--- src/rtl/tt_scanner.sv ---
// Exhaustive truth-table scanner: sweeps every N-bit input vector, holds each
// for HOLD cycles, captures the DUT response into a minterm mask and checks it.
module tt_scanner #(
  parameter int N    = 4,
  parameter int HOLD = 2
) (
  input  logic              clk,
  input  logic              rst_n,
  input  logic              start,
  input  logic              f,
  // "expect" is a reserved SystemVerilog keyword, hence the suffix.
  input  logic [2**N-1:0]   expect_mask,
  output logic [N-1:0]      vec,
  output logic              busy,
  output logic              done,
  output logic [2**N-1:0]   mask,
  output logic [N:0]        ones,
  output logic              mismatch
);

  localparam int              CW       = (HOLD > 1) ? $clog2(HOLD) : 1;
  localparam logic [CW-1:0]   CNT_LAST = CW'(HOLD - 1);
  localparam logic [N-1:0]    VEC_LAST = {N{1'b1}};

  typedef enum logic [1:0] {
    IDLE = 2'd0,
    SCAN = 2'd1,
    DONE = 2'd2
  } state_t;

  state_t            state_reg, state_next;
  logic [N-1:0]      vec_reg, vec_next;
  logic [CW-1:0]     cnt_reg, cnt_next;
  logic [2**N-1:0]   mask_reg, mask_next;
  logic [N:0]        ones_reg, ones_next;
  logic              mismatch_reg, mismatch_next;

  logic              accept;
  logic              sample;

  assign accept = (state_reg == IDLE) && start;
  assign sample = (state_reg == SCAN) && (cnt_reg == CNT_LAST);

  // Each mask bit only ever listens to its own minterm address.
  genvar gi;
  generate
    for (gi = 0; gi < 2**N; gi++) begin : g_mask
      always_comb begin
        mask_next[gi] = mask_reg[gi];
        if (accept)
          mask_next[gi] = 1'b0;
        else if (sample && (vec_reg == N'(gi)))
          mask_next[gi] = f;
      end
    end
  endgenerate

  always_comb begin
    state_next    = state_reg;
    vec_next      = vec_reg;
    cnt_next      = cnt_reg;
    ones_next     = ones_reg;
    mismatch_next = mismatch_reg;
    case (state_reg)
      IDLE: begin
        if (start) begin
          state_next    = SCAN;
          vec_next      = '0;
          cnt_next      = '0;
          ones_next     = '0;
          mismatch_next = 1'b0;
        end
      end
      SCAN: begin
        if (cnt_reg == CNT_LAST) begin
          ones_next = ones_reg + {{N{1'b0}}, f};
          // The last vector stays on the bus; the sweep never wraps.
          if (vec_reg == VEC_LAST) begin
            state_next = DONE;
          end else begin
            vec_next = vec_reg + 1'b1;
            cnt_next = '0;
          end
        end else begin
          cnt_next = cnt_reg + 1'b1;
        end
      end
      DONE: begin
        mismatch_next = (mask_reg != expect_mask);
        state_next    = IDLE;
      end
      default: begin
        state_next = IDLE;
      end
    endcase
  end

  always_ff @(posedge clk or negedge rst_n) begin
    if (!rst_n) begin
      state_reg    <= IDLE;
      vec_reg      <= '0;
      cnt_reg      <= '0;
      mask_reg     <= '0;
      ones_reg     <= '0;
      mismatch_reg <= 1'b0;
    end else begin
      state_reg    <= state_next;
      vec_reg      <= vec_next;
      cnt_reg      <= cnt_next;
      mask_reg     <= mask_next;
      ones_reg     <= ones_next;
      mismatch_reg <= mismatch_next;
    end
  end

  assign vec      = vec_reg;
  assign busy     = (state_reg == SCAN);
  assign done     = (state_reg == DONE);
  assign mask     = mask_reg;
  assign ones     = ones_reg;
  assign mismatch = mismatch_reg;

endmodule
--- config.mk ---
export PLATFORM = sky130hd
export DESIGN_NAME = tt_scanner
export DESIGN_NICKNAME = d
export VERILOG_FILES = /design/src/rtl/tt_scanner.sv
export SDC_FILE = /design/constraint.sdc
export NUM_CORES = 1
export LEC_CHECK = 0
export ABC_CLOCK_PERIOD_IN_PS = 1900
export CORE_MARGIN = 1
export CORE_UTILIZATION = 36
export DETAILED_ROUTE_END_ITERATION = 10
export HOLD_SLACK_MARGIN = 0.03
export MAX_ROUTING_LAYER = met4
export SLEW_MARGIN = 20
export SYNTH_ARGS = -nofsm -noshare
export SYNTH_HDL_FRONTEND = slang
export SYNTH_SLANG_ARGS = --single-unit
--- constraint.sdc ---
create_clock -name clk -period 1.9 [get_ports clk]
set_clock_uncertainty 0.05 [all_clocks]
set_input_delay 0.19 -clock clk [delete_from_list [all_inputs] [get_ports clk]]
set_output_delay 0.19 -clock clk [all_outputs]
set_load 0.1 [all_outputs]
==> impl_metrics.json <==
{
  "status": "complete, no violations",
  "cts_setup_buffers": 0,
  "fillers": 392,
  "synth_nets": 181,
  "fin_setup_tns_ps": 0,
  "syn_avg_cell_area_sq_um": 10.7,
  "htreeDepth": 2,
  "hp-class": "input pin to asynchronous set/reset pin",
  "netlist_instances": 155,
  "num_antenna_cells": 0,
  "die_w_microns": 70.0,
  "drtIter0Drc": 51,
  "yosysMostFrequentCell": "dfrtp_1",
  "antenna_found_initial": 0,
  "synth_area_sq_um": 1660,
  "synth_warnings": 0,
  "core_sq_um": 4380,
  "clk_path_buf_depth": 2,
  "drtPass1Iterations": 4,
  "synth_edf_count": 0,
  "dr_total_vias": 1330,
  "synth_top_cells_by_count": "dfrtp_1 (29), nor2_1 (19), mux2i_1 (17)",
  "relSlewSlack": 0.743,
  "wirelength_microns": 3790,
  "drive_gt1_frac": 0.263,
  "hold_buffers": 0,
  "synthFlopType": "dfrtp_1",
  "fp.dieArea_sq_um": 4900,
  "crit_fanout": 7,
  "fin_nets": 235,
  "hold_viol_final": 0,
  "rsz0062_at_grt": "no",
  "row_count": 24,
  "critPathRequiredTime_ps": 2010,
  "yosys_register_bits": 29,
  "max_freq_mhz": 622,
  "clock_sinks": 29,
  "dp_hpwl_microns": 2860,
  "clk_pin_slew_worst_paths_ps": 60,
  "place.gp.congestion": 0.836,
  "synth_area_leaders": "dfrtp_1 (44%), mux2i_1 (10%), xnor2_1 (8.4%)",
  "track_usage": 0.169,
  "start_kind": "flip-flop",
  "portBuffers": 47,
  "period_share": 0.846,
  "drtAntennaViolNets": 0,
  "worstSetupEndpointType": "flip-flop",
  "worst_pin_slew_ps": 385,
  "drc": 0,
  "critical_path_arrival_ps": 1720,
  "clock_latency_ps": 270,
  "grt_pass1_vias": 1289,
  "yosys.area.top_type_share": 0.436,
  "numCtsBuffers": 5,
  "initial_core_util": 0.380,
  "syn2layout_area_growth_pct": 36.2,
  "cts_root_buf": "clkbuf_8",
  "ctsResizeCount": 0,
  "critPathKind": "flip-flop to flip-flop",
  "synth.largest_area_cell": "dfrtp_1",
  "dieHeight_microns": 70.0,
  "largest_reg_flops": 16,
  "synth_seq_area_share": 0.436,
  "grt_pass1_wl_microns": 6290,
  "finalSetupViolations": 0,
  "cts_tree": "built",
  "layout_min_cycle_time_ps": 1610,
  "ioPinCount": 48,
  "gr-total-overflow": 0,
  "wl_per_cell_microns": 14.5,
  "synth_cell_type_count": 35,
  "vias_per_cell": 5.10,
  "async_reset_ff_frac": 1.00,
  "maxSlewViolCount": 0,
  "pre_cts_ws_ps": 224,
  "max_cap_violations": 0,
  "worst_slack_ps": 292,
  "grt_max_degree": 30
}
==> critical path, cell delays in order, from the launching register on <==
cell	delay, ps
dfrtp_2	430
ha_1	270
nand4b_1	130
or3b_1	400
mux2i_1	160
nor2_1	50
==> path summary, 6_finish.rpt <==
check                                       end  slack (ps)  depth (start not counted)           startpoint
max reg2reg                mask[11]$_DFFE_PN0P_         290                          5   vec[1]$_DFFE_PN0P_
max in group asynchronous    vec[1]$_DFFE_PN0P_        1240                          2                rst_n
min in group clk            ones[0]$_DFFE_PN0P_         490                          1  ones[0]$_DFFE_PN0P_
min reg2reg                 ones[0]$_DFFE_PN0P_         490                          1  ones[0]$_DFFE_PN0P_
max                        mask[11]$_DFFE_PN0P_         290                          5   vec[1]$_DFFE_PN0P_
min                          vec[0]$_DFFE_PN0P_         260                          2                rst_n
==> layout make-up <==
class	count	area [sq um]	share of cell area
flip-flops and latches	29	728	0.321
multi-input cells	114	861	0.380
repair buffers	55	510	0.225
inverters	4	15.0	0.00663
clock buffers	7	86.3	0.0381
well taps	52	65.1	0.0287
==> cell usage in the layout, fill, tap and decap left out, drive strengths merged, types with 2 or more instances in the layout <==
master	instances
buf	36
dfrtp	29
nor2	22
clkdlybuf4s50	19
mux2i	17
xnor2	16
nand4	8
nand4b	7
clkbuf	7
nand3	6
ha	6
inv	4
a21oi	4
xor2	3
nand2	3
o21ai	3
and3	2
a22o	2
a311oi	2
nor3b	2
or3b	2
==> per-stage QoR <==
step	hold slack, ps	area [sq um]	utilization	std cells
3_3_place_gp	471	2180	0.497	254
5_1_grt	292	2270	0.517	261
6_report	259	2270	0.517	261
4_1_cts	264	2270	0.517	261
3_5_place_dp	476	2180	0.497	254
2_1_floorplan	-156	1670	-	155
==> logic make-up (layout without fill, tap and decap cells) <==
logic type               after synthesis  count (layout)  share of synthesized area
AO/OA/AOI/OAI                         13              13                     0.0549
XOR/XNOR                              19              19                      0.100
adder cells (fa/ha/maj)                6               6                     0.0451
buffers and inverters                 12              66                     0.0496
flip-flops                            29              29                      0.436
multiplexers                          17              17                      0.102
AND/OR/NAND/NOR                       59              59                      0.212
==> routing by layer <==
metal	part of all wire	vias up	track usage	wire length (microns)
met3	0.041	7	0.0447	154
li1	-	648	-	-
met4	0.013	0	0.0533	51
met2	0.46	34	0.252	1740
met5	0	-	-	0
met1	0.49	641	0.226	1840
Power is left out: the tool's default activity adds up to more than one toggle a clock period on the data nets, which glitch-free logic cannot reach.
